**src/rtl/pid_sched_pkg.sv**
```systemverilog
// pid_sched_pkg: shared types and helpers for the PID channel scheduler.
//   state_t  - scheduler FSM states (encoding is visible in STATUS[4:2])
//   ADDR_*   - CPU bus word addresses
//   sat32    - saturating 32-bit signed subtraction
package pid_sched_pkg;

    typedef enum logic [2:0] {
        IDLE   = 3'd0,
        WAIT_T = 3'd1,
        SCAN   = 3'd2,
        ISSUE  = 3'd3,
        WAIT_D = 3'd4,
        STORE  = 3'd5
    } state_t;

    localparam logic [3:0] ADDR_CTRL   = 4'd0;
    localparam logic [3:0] ADDR_PERIOD = 4'd1;
    localparam logic [3:0] ADDR_STATUS = 4'd2;
    localparam logic [3:0] ADDR_SP     = 4'd3;
    localparam logic [3:0] ADDR_RES    = 4'd8;

    // a - b with clamping to the signed 32-bit range
    function automatic logic [31:0] sat32(input logic [31:0] a, input logic [31:0] b);
        logic [32:0] d;
        d = {a[31], a} - {b[31], b};
        if (d[32] != d[31])
            return d[32] ? 32'h8000_0000 : 32'h7FFF_FFFF;
        return d[31:0];
    endfunction

endpackage

```
**src/rtl/pid_channel_scheduler_if.sv**
```systemverilog
// pid_channel_scheduler_if: CPU bus, PID core handshake and result link signals.
//   slave  - scheduler side (drives readData, pid_*, out_*)
//   master - environment side (drives bus strobes, pid_done, pid_result)
interface pid_channel_scheduler_if;
    logic        chipSelect;
    logic        write;
    logic        read;
    logic [3:0]  address;
    logic [31:0] writeData;
    logic [31:0] readData;
    logic        pid_start;
    logic [2:0]  pid_chan;
    logic [31:0] pid_err;
    logic        pid_done;
    logic [31:0] pid_result;
    logic        out_valid;
    logic [2:0]  out_chan;
    logic [31:0] out_data;

    modport slave (
        input  chipSelect, write, read, address, writeData, pid_done, pid_result,
        output readData, pid_start, pid_chan, pid_err, out_valid, out_chan, out_data
    );

    modport master (
        output chipSelect, write, read, address, writeData, pid_done, pid_result,
        input  readData, pid_start, pid_chan, pid_err, out_valid, out_chan, out_data
    );
endinterface

```
**src/rtl/pid_tick_gen.sv**
```systemverilog
// pid_tick_gen: sample-period down-counter.
//   clk, rst (async active-low), run (count enable), period (requested period),
//   tick (one-cycle pulse when the counter reaches 0).
// Reload value is max(period,2)-1; while run=0 the counter is held at the
// reload value, so the first tick comes a full period after run is set.
module pid_tick_gen #(
    parameter int unsigned CNT_W = 24
) (
    input  logic             clk,
    input  logic             rst,
    input  logic             run,
    input  logic [CNT_W-1:0] period,
    output logic             tick
);
    logic [CNT_W-1:0] cnt;
    logic [CNT_W-1:0] reload;

    assign reload = (period < CNT_W'(2)) ? CNT_W'(1) : period - CNT_W'(1);
    assign tick   = run && (cnt == '0);

    always_ff @(posedge clk or negedge rst) begin
        if (!rst)
            cnt <= '0;
        else if (!run || cnt == '0)
            cnt <= reload;
        else
            cnt <= cnt - CNT_W'(1);
    end
endmodule

```
**src/rtl/pid_channel_scheduler.sv**
```systemverilog
// pid_channel_scheduler: time-multiplexes one PID core across NCH channels.
//   clk      system clock
//   rst      asynchronous active-low reset
//   sif      bus / PID handshake / result link (pid_channel_scheduler_if.slave)
//   meas_in  signed measurements, ch0 in [31:0]
// Optional feature: define PID_WDOG_EN to enable the WAIT_D watchdog
// (abort after 65535 cycles without pid_done, result 0, STATUS[1] set).
module pid_channel_scheduler
    import pid_sched_pkg::*;
#(
    parameter int unsigned NCH   = 4,
    parameter int unsigned CNT_W = 24
) (
    input  logic                  clk,
    input  logic                  rst,
    pid_channel_scheduler_if.slave sif,
    input  logic [32*NCH-1:0]     meas_in
);
    state_t           state, state_n;
    logic             run;
    logic [NCH-1:0]   mask;
    logic [CNT_W-1:0] period;
    logic [31:0]      sp  [NCH];
    logic [31:0]      res [NCH];
    logic [31:0]      meas[NCH];
    logic             ovr_flag, wdog_flag;
    logic             tick;

    logic [3:0]       next_idx;
    logic [2:0]       cur_ch;
    logic             found;
    logic [2:0]       found_ch;
    logic [31:0]      found_err;
    logic             wd_timeout;
    logic             store_en;
    logic [31:0]      cap;

    logic [31:0]      pid_err_q, out_data_q, rd_data_q, rd_mux;
    logic [2:0]       pid_chan_q, out_chan_q;
    logic             wr_en, rd_en, wr_status;

    assign wr_en     = sif.chipSelect && sif.write;
    assign rd_en     = sif.chipSelect && sif.read && !sif.write;
    assign wr_status = wr_en && (sif.address == ADDR_STATUS);

    pid_tick_gen #(.CNT_W(CNT_W)) u_tick (
        .clk    (clk),
        .rst    (rst),
        .run    (run),
        .period (period),
        .tick   (tick)
    );

    always_comb begin
        for (int unsigned i = 0; i < NCH; i++)
            meas[i] = meas_in[32*i +: 32];
    end

    // Lowest enabled channel at or above next_idx; mask is sampled here.
    always_comb begin
        found     = 1'b0;
        found_ch  = '0;
        found_err = '0;
        for (int unsigned i = 0; i < NCH; i++) begin
            if (!found && mask[i] && (i >= 32'(next_idx))) begin
                found     = 1'b1;
                found_ch  = 3'(i);
                found_err = sat32(sp[i], meas[i]);
            end
        end
    end

`ifdef PID_WDOG_EN
    logic [15:0] wd_cnt;
    always_ff @(posedge clk or negedge rst) begin
        if (!rst)
            wd_cnt <= '0;
        else if (state == WAIT_D && !sif.pid_done)
            wd_cnt <= wd_cnt + 16'd1;
        else
            wd_cnt <= '0;
    end
    // wd_cnt == FFFE marks the 65535th WAIT_D cycle without pid_done
    assign wd_timeout = (state == WAIT_D) && !sif.pid_done && (wd_cnt == 16'hFFFE);

    always_ff @(posedge clk or negedge rst) begin
        if (!rst)
            wdog_flag <= 1'b0;
        else
            wdog_flag <= (wdog_flag && !(wr_status && sif.writeData[1])) || wd_timeout;
    end
`else
    assign wd_timeout = 1'b0;
    assign wdog_flag  = 1'b0;
`endif

    assign store_en = (state == WAIT_D) && (sif.pid_done || wd_timeout);
    assign cap      = sif.pid_done ? sif.pid_result : '0;

    always_ff @(posedge clk or negedge rst) begin
        if (!rst)
            state <= IDLE;
        else
            state <= state_n;
    end

    always_comb begin
        state_n = state;
        case (state)
            IDLE:    if (run) state_n = WAIT_T;
            WAIT_T:  if (!run) state_n = IDLE;
                     else if (tick) state_n = SCAN;
            SCAN:    state_n = found ? ISSUE : WAIT_T;
            ISSUE:   state_n = WAIT_D;
            WAIT_D:  if (store_en) state_n = STORE;
            STORE:   state_n = run ? SCAN : IDLE;
            default: state_n = IDLE;
        endcase
    end

    // Channel bookkeeping and result capture. The result is registered on the
    // pid_done edge so it is already on out_data/RESULT while STORE pulses out_valid.
    always_ff @(posedge clk or negedge rst) begin
        if (!rst) begin
            next_idx   <= '0;
            cur_ch     <= '0;
            pid_chan_q <= '0;
            pid_err_q  <= '0;
            out_data_q <= '0;
            out_chan_q <= '0;
            for (int unsigned i = 0; i < NCH; i++)
                res[i] <= '0;
        end else begin
            if (state == WAIT_T && tick)
                next_idx <= '0;
            if (state == SCAN && found) begin
                cur_ch     <= found_ch;
                next_idx   <= 4'(found_ch) + 4'd1;
                pid_chan_q <= found_ch;
                pid_err_q  <= found_err;
            end
            if (store_en) begin
                out_data_q <= cap;
                out_chan_q <= cur_ch;
                for (int unsigned i = 0; i < NCH; i++)
                    if (3'(i) == cur_ch)
                        res[i] <= cap;
            end
        end
    end

    // Register file; overrun set wins over a same-cycle clear
    always_ff @(posedge clk or negedge rst) begin
        if (!rst) begin
            run      <= 1'b0;
            mask     <= '0;
            period   <= '0;
            ovr_flag <= 1'b0;
            for (int unsigned i = 0; i < NCH; i++)
                sp[i] <= '0;
        end else begin
            ovr_flag <= (ovr_flag && !(wr_status && sif.writeData[0])) ||
                        (tick && state != WAIT_T);
            if (wr_en) begin
                case (sif.address)
                    ADDR_CTRL: begin
                        run  <= sif.writeData[0];
                        mask <= sif.writeData[NCH:1];
                    end
                    ADDR_PERIOD: period <= sif.writeData[CNT_W-1:0];
                    default: begin
                        for (int unsigned i = 0; i < NCH; i++)
                            if (sif.address == ADDR_SP + 4'(i))
                                sp[i] <= sif.writeData;
                    end
                endcase
            end
        end
    end

    // Read mux; setpoints take priority where the windows overlap (NCH > 5)
    always_comb begin
        rd_mux = '0;
        case (sif.address)
            ADDR_CTRL:   rd_mux = 32'({mask, run});
            ADDR_PERIOD: rd_mux = 32'(period);
            ADDR_STATUS: rd_mux = {27'd0, state, wdog_flag, ovr_flag};
            default: begin
                for (int unsigned i = 0; i < NCH; i++)
                    if (sif.address == ADDR_RES + 4'(i))
                        rd_mux = res[i];
                for (int unsigned i = 0; i < NCH; i++)
                    if (sif.address == ADDR_SP + 4'(i))
                        rd_mux = sp[i];
            end
        endcase
    end

    always_ff @(posedge clk or negedge rst) begin
        if (!rst)
            rd_data_q <= '0;
        else if (rd_en)
            rd_data_q <= rd_mux;
    end

    assign sif.readData  = rd_data_q;
    assign sif.pid_start = (state == ISSUE);
    assign sif.pid_chan  = pid_chan_q;
    assign sif.pid_err   = pid_err_q;
    assign sif.out_valid = (state == STORE);
    assign sif.out_chan  = out_chan_q;
    assign sif.out_data  = out_data_q;

endmodule

```
**src/flat_wrapper.sv**
```systemverilog
// flat-port wrapper written by rule: the top's interface ports become plain ports
module pid_channel_scheduler_flat import pid_sched_pkg::*;
#(
    parameter int unsigned NCH   = 4,
    parameter int unsigned CNT_W = 24
)
  (clk, rst, meas_in, sif_chipSelect, sif_write, sif_read, sif_address, sif_writeData, sif_pid_done, sif_pid_result, sif_readData, sif_pid_start, sif_pid_chan, sif_pid_err, sif_out_valid, sif_out_chan, sif_out_data);
  pid_channel_scheduler_if sif_i ();
  input  logic clk;
  input  logic rst;
  input  logic [32*NCH-1:0] meas_in;
  input wire logic [$bits(sif_i.chipSelect)-1:0] sif_chipSelect;
  input wire logic [$bits(sif_i.write)-1:0] sif_write;
  input wire logic [$bits(sif_i.read)-1:0] sif_read;
  input wire logic [$bits(sif_i.address)-1:0] sif_address;
  input wire logic [$bits(sif_i.writeData)-1:0] sif_writeData;
  input wire logic [$bits(sif_i.pid_done)-1:0] sif_pid_done;
  input wire logic [$bits(sif_i.pid_result)-1:0] sif_pid_result;
  output wire logic [$bits(sif_i.readData)-1:0] sif_readData;
  output wire logic [$bits(sif_i.pid_start)-1:0] sif_pid_start;
  output wire logic [$bits(sif_i.pid_chan)-1:0] sif_pid_chan;
  output wire logic [$bits(sif_i.pid_err)-1:0] sif_pid_err;
  output wire logic [$bits(sif_i.out_valid)-1:0] sif_out_valid;
  output wire logic [$bits(sif_i.out_chan)-1:0] sif_out_chan;
  output wire logic [$bits(sif_i.out_data)-1:0] sif_out_data;
  assign sif_i.chipSelect = sif_chipSelect;
  assign sif_i.write = sif_write;
  assign sif_i.read = sif_read;
  assign sif_i.address = sif_address;
  assign sif_i.writeData = sif_writeData;
  assign sif_i.pid_done = sif_pid_done;
  assign sif_i.pid_result = sif_pid_result;
  assign sif_readData = sif_i.readData;
  assign sif_pid_start = sif_i.pid_start;
  assign sif_pid_chan = sif_i.pid_chan;
  assign sif_pid_err = sif_i.pid_err;
  assign sif_out_valid = sif_i.out_valid;
  assign sif_out_chan = sif_i.out_chan;
  assign sif_out_data = sif_i.out_data;
  pid_channel_scheduler #(.NCH(NCH), .CNT_W(CNT_W)) u_core (.clk(clk), .rst(rst), .sif(sif_i), .meas_in(meas_in));
endmodule
```
**config.mk**
```make
export PLATFORM = sky130hd
export DESIGN_NAME = pid_channel_scheduler_flat
export DESIGN_NICKNAME = d
export VERILOG_FILES = /design/src/rtl/pid_sched_pkg.sv /design/src/rtl/pid_channel_scheduler_if.sv /design/src/rtl/pid_tick_gen.sv /design/src/rtl/pid_channel_scheduler.sv /design/src/flat_wrapper.sv
export SDC_FILE = /design/constraint.sdc
export NUM_CORES = 1
export LEC_CHECK = 0
export ABC_AREA = 1
export CORE_ASPECT_RATIO = 0.5
export CORE_UTILIZATION = 35
export DETAILED_ROUTE_END_ITERATION = 8
export REMOVE_ABC_BUFFERS = 1
export SETUP_SLACK_MARGIN = 0.05
export SLEW_MARGIN = 20
export SYNTH_ARGS = -nofsm -noshare
export SYNTH_HDL_FRONTEND = slang
export SYNTH_SLANG_ARGS = --single-unit
```
**constraint.sdc**
```tcl
create_clock -name clk -period 3 [get_ports clk]
set_input_delay 0.6 -clock clk [delete_from_list [all_inputs] [get_ports clk]]
set_output_delay 0.6 -clock clk [all_outputs]
set_load 0.005 [all_outputs]
```
Word-level counts from Yosys, hierarchy flattened:

Index checks and enable logic that the tools add are counted.
Widths: inputs -> output; s select.

* latch bits: 0
* memories: 0
* memory bits (read-only): 0
* logic and storage cells: 154
* bits in writable memories: 0
* register bits after elaboration: 419

* add/sub/neg operators: 7
* divide/modulo/power cells: 0
* equal/unequal tests: 26
* shift-type cells: 0
* order comparisons: 5
* reductions and logical operators: 43
* $mul: 0
* bitwise gates (word level): 1
* multiplexer cells: 52

Operator list (count)
* $mux 32: 25
* $sub 32x32->33: 4
* $pmux 32 s3: 1
* $mux 24: 2
* $sub 24x1->24 const B: 2
* $logic_not 24->1: 1
* $lt 24x2->1 const B: 1
* $logic_and 1x1->1: 18
* $pmux 3 s6: 1
* $eq 4x4->1 const B: 4
* $reduce_and 3->1: 5
* $mux 1: 13
* $eq 4x3->1 const B: 3
* $mux 3: 4
* $reduce_and 2->1: 6
* $eq 4x2->1 const B: 2
* $ge 1x4->1 const A: 2
* $ge 2x4->1 const A: 2
* $mux 2: 4
* $mux 4: 2
* $eq 2x3->1 const A: 2
* $eq 3x2->1 const B: 2
* $eq 3x3->1 const B: 2
* $logic_not 1->1: 6
* other kinds (14): 20

Logic depth before layout (Yosys ltp):

* depth in word-level cells: 17
* mapped depth: 22
* depth with buffers taken out: 21

Cells and area by module:

Synthesis repeated with hierarchy kept, for this count alone.

* cell total of the unflattened synthesis: 4398
* area total of the unflattened synthesis: 29361.9 um^2

By module, submodules not included
* pid_channel_scheduler: instances 1, area each 27106.0 um^2, cells an instance 4045
* pid_tick_gen: instances 1, area each 2255.9 um^2, cells an instance 353

Worst setup path after synthesis:

OpenSTA, ideal clock, no wires.

* kind: input-to-reg
* from: input port meas_in[0]
* to: register u_core.pid_err_q[20], in the netlist u_core.sif.pid_err[20]
* arrival time: 2.563 ns
* library setup time: 0.116 ns
* cell stages on the path: 20
* data required time: 2.884 ns
* slack: 0.321 ns
* buffers on the path: 1
* cells stage by stage: ha_1 > inv_1 > fa_1 > nand3_1 > nand2_1 > nand2_1 > nand2_1 > nand2_1 > nand2_1 > nand2_1 > nand2_1 > nand2_1 > nand2_1 > nand2_1 > clkbuf_1 > nand3_1 > nand2_1 > nand4_1 > nand2_1 > nand2_1

* cells in the longest elaborated chain, start to end: 9
* elaborated cells on any way between the ends: 11
* classes of those cells: add/sub (1); eq/ne (1); mux (9)

Ends and longest elaborated chain
* start: declaration: line flat_wrapper.sv:11 `input logic [32*NCH-1:0] meas_in;`
* $sub 32x32->33 *: line pid_sched_pkg.sv:25 `d = {a[31], a} - {b[31], b};`
* $ne 1x1->1: line pid_sched_pkg.sv:26 `if (d[32] != d[31])`
* $mux 1: line pid_sched_pkg.sv:26
* $mux 1: line pid_channel_scheduler.sv:65 `if (!found && mask[i] && (i >= 32'(next_idx))) begin`
* $mux 32 *: line pid_sched_pkg.sv:28 `return d[31:0];`
* $mux 32 * (4 in a row): line pid_channel_scheduler.sv:65
* end signal: assignment: line pid_channel_scheduler.sv:140 `pid_err_q <= found_err;`
* end: declaration: line pid_channel_scheduler.sv:38 `logic [31:0] pid_err_q, out_data_q, rd_data_q, rd_mux;`

Every way passes the cells marked *; elsewhere a longest branch is shown, timed or not. The select of a mux whose other input is x is not followed.
A chain may end at the register's enable or synchronous reset.

Final worst setup path:

* from: input port meas_in[103]
* to: register u_core.pid_err_q[17], in the netlist u_core.sif.pid_err[17]

* cells in the longest elaborated chain, start to end: 6
* elaborated cells on any way between the ends: 8
* classes of those cells: add/sub (1); eq/ne (1); mux (6)

Ends and longest elaborated chain (line)
* $sub 32x32->33 *: pid_sched_pkg.sv:25
* $ne 1x1->1: pid_sched_pkg.sv:26
* $mux 1: pid_sched_pkg.sv:26
* $mux 1: pid_channel_scheduler.sv:65
* $mux 32 *: pid_sched_pkg.sv:28
* $mux 32 *: pid_channel_scheduler.sv:65

Marks and branches as above.

==> results.txt <==
The final-report setup violation count came out at 0. Among the stages of the critical path, the cell type that occurs most often is sky130_fd_sc_hd__nand2_1. The total die area came out at 0.0831 mm2. The count of warnings emitted by yosys came out at 0.

The internal portion of the total power is 15.6 mW. The sequential share of the synthesized area is 36.3%. STA classifies the critical path startpoint as an input pin. The CTS tree is built.

The maximum buffer depth of the clock tree came out at 3. The routed layout has 31,800 vias. Setup repair after global routing could not meet its margin everywhere. The clock latency on the worst-skew pair came out at 0.62 ns. Summing all placed instances gives a cell area of 0.0377 mm2.

The overflow left after global routing is 0. The first detailed-routing pass ran for 6 iterations. The post-route total power is 26.5 mW.

The path class of the tightest hold or removal check is reg2reg. The count of nets left with antenna violations once routing finished came out at 0. The iteration-0 DRC count of the detailed router came out at 3,224.

The total routing resource utilization after global routing is 30.1%. The worst endpoint data arrival time came out at 3.43 ns. The critical path's largest stage delay is 0.52 ns. The switching power summed over all nets is 10.9 mW. The period utilization came out at 95.5%. Data on the critical path is required at its endpoint by 3.56 ns.

The initial antenna violation count came out at 9. The highest fanout seen on the critical path is 3. The clock sink count came out at 416. The number of buffer cells added on primary ports came out at 303. The actual slew at the worst max-slew pin is 0.921 ns. The average routed wire per standard cell came out at 20.4 um.

Counting the buffers created by CTS gives 42. The number of failing hold endpoints at the final stage is 0. Entering global routing, the biggest net connects 69 pins. Across the routed clock network, the largest skew measured is 0.0245 ns. With fillers left out, the area of the finished cells amounts to 0.0398 mm2. The worst setup path is of the in2reg kind. A synthesized cell averages 6.67 um2. The top-level I/O count came out at 306. The filler cell count in the final layout is 8,139. The run finished with clean final reports. The area of the placeable core came out at 0.0802 mm2. The floorplan step set the die width to 407 um. After clock tree synthesis, the clock-pin slew on the worst setup and hold paths is 0.08 ns.

The tool flagged a number of max-cap violations equal to 0. The smallest clock period supported by the final layout is computed as 2.86 ns. Summed over all layers, the routed wires come to 128,000 um. The final RePlAce weighted congestion came out at 0.981. The number of instances in the synthesized netlist came out at 4,299.

In the routed design, unresolved DRC markers number 0. The power per unit of standard cell area is 666 mW/mm2. In this run switching power makes up 41.1% of total power. The ratio of cells with drive above 1 in the final layout is 17.2%. The combinational power share came out at 47.7%. The worst setup path is captured at a flop.

The clock group share of total power is 21.6%. Static timing analysis puts the maximum clock frequency at 349 MHz. Leaving out fill and tap cells, the most frequent cell in the layout is sky130_fd_sc_hd__nand2_1. The row count came out at 73.

The post-synthesis to final-layout area growth is 38.8%. The HPWL reported at the end of detailed placement is 103,000 um. In the layout the commonest cells are sky130_fd_sc_hd__nand2_1 (1,571), sky130_fd_sc_hd__buf_4 (603), sky130_fd_sc_hd__inv_1 (484). The standard cell with the maximum stage delay on the critical path is sky130_fd_sc_hd__xnor2_1. The worst pin sits at a relative slew slack of 37.8%.

The global-route wire length before repair came out at 187,000 um. The clock root buffer is sky130_fd_sc_hd__clkbuf_16. Traced cell by cell, the critical path runs through clkdlybuf4s50_1, inv_1, ha_1, buf_4, nand2_1, buf_4, nor2_1, nand2_1, o21ai_1, a21oi_1, xnor2_1, nand2_1, a21oi_1, buf_4, nand2_1, nand2_1. The number of register bits inferred by synthesis is 416. The final-stage net count is 5,481. Summed over all cells, the static leakage comes to 20.7 nW.

The number of distinct library cells after synthesis is 51. From bottom edge to top edge, the die measures 204 um. The final number of max-transition violations came out at 0. The via density per instance came out at 5.08. The combined area of all synthesized cells came out at 0.0287 mm2. The via count of the first global-routing pass came out at 30,000. The worst-case IR drop observed on VDD is 0.367 mV. For this configuration, the core starts out at a cell density of 35.7%. The number of H-tree branching levels is 2. Of the total power, registers draw 30.7%.
## state kept, by name, summed over array words and instances, names as in the netlist, 4 cells and up
signal               cells
u_core.mask              4
u_core.period           24
u_core.res             128
u_core.sif.out_data     32
u_core.sif.pid_err      32
u_core.sif.readData     32
u_core.sp              128
u_core.u_tick.cnt       24
## final timing paths
kind	slack [ns]	cells past startpoint	from	end
max reg2reg	0.22	14	u_core.sp[7]	u_core.sif.pid_err[17]
min	0.48	1	u_core.period[0]	u_core.u_tick.cnt[0]
max in group asynchronous	1.56	3	rst	u_core.sif.readData[1]
min in group asynchronous	0.59	2	rst	u_core.res[92]
min reg2reg	0.48	1	u_core.period[0]	u_core.u_tick.cnt[0]
max	0.14	16	meas_in[103]	u_core.sif.pid_err[17]
## logic make-up (layout without fill, tap and decap cells)
family,after synthesis,in the layout,synth area share (%)
AOI/OAI and AO/OA,730,730,13.8
xor gates and xnor gates,111,111,3.39
adders and majority gates,135,135,6.00
buffers and inverters,674,1550,9.02
DFF,416,416,36.3
other,1,3,0.0131
and+or+nand+nor,2232,2232,31.5
## repair_timing
| item | CTS | global route |
|---|---|---|
| pin swaps | 0 | 14 |
| gates resized for setup | 2 | 101 |
| endpoints found under the setup margin | 1 | 31 |
| endpoints found under the hold margin | 9 | 0 |
| setup buffers | 0 | 4 |
| cloned | 0 | 5 |
| hold buffers | 1 | 0 |
## cell usage after synthesis, drive strengths merged
master   count  area, um2
ha         131       1640
xnor2       44        385
a41oi        2       17.5
and2        11       68.8
nor2       270       1020
buf         30        166
o22ai       14       87.6
nand3b       2       15.0
o31ai        2       15.0
nor4         9       62.6
or2          9       56.3
a221oi      14        123
o32ai        2       17.5
o2111ai      3       26.3
fa           4       80.1
a22oi        2       15.0
clkinv       2       7.51
clkbuf     118        443
xor2        67        587
and3         2       12.5
o21bai      38        285
a22o         1       8.76
a21oi      196        992
o41ai        1       8.76
nand4       75        469
nand3      207       1050
a21boi       2       15.0
nor3b        3       22.5
o211ai       6       45.0
nor3        39        228
a31oi       16        100
a21o         7       52.6
a221o        3       30.0
o21ai      421       2110
conb         1       3.75
dfrtp      416      10400
nand2     1605       6030
inv        524       1970
## power groups by stage
stage               Combinational, mW  Clock, mW  Sequential [mW]
floorplan                        5.80          0             7.59
global placement                 12.0          0             8.16
detailed placement               12.0          0             8.16
CTS                              12.1       5.81             8.07
global route                     13.8       6.03             8.24
finish                           12.6       5.73             8.14
## worst max-delay path, delay by kind of cell
family / cells / cell delay (ns)
adders and majority gates: 1 / 0.31
AOI/OAI and AO/OA: 3 / 0.54
and+or+nand+nor: 6 / 0.54
buffers and inverters: 5 / 0.92
xor gates and xnor gates: 1 / 0.52
## layout make-up
type	count	area, um2	area share [%]
clock inverters	21	214	0.538
diodes	1	2.50	0.00629
multi-input cells	3210	16200	40.7
repair buffers	948	8410	21.1
well taps	1087	1360	3.42
flip-flops and latches	416	10400	26.2
clock buffers	55	1220	3.07
inverters	526	1970	4.96
## per-stage QoR
step	std cells	util (%)	hold slack, ns	setup slack (ns)	setup TNS [ns]
6_report	6264	49.6	0.477	0.136	0
4_1_cts	6254	48.8	0.481	0.0587	0
5_1_grt	6263	49.6	0.493	0.0330	0
3_3_place_gp	6177	47.0	0.464	-0.614	-17.40
3_5_place_dp	6177	47.0	0.471	-0.584	-18.51
2_1_floorplan	4152	-	0.304	-1.48	-144.56
## routing by layer
layer | global-route usage [%] | wire length [um]
met1 | 45.1 | 60400
met2 | 44.2 | 53700
met3 | 7.09 | 11800
met4 | 5.03 | 2000
met5 | 0 | 11
Power figures use the tool's default switching activity.
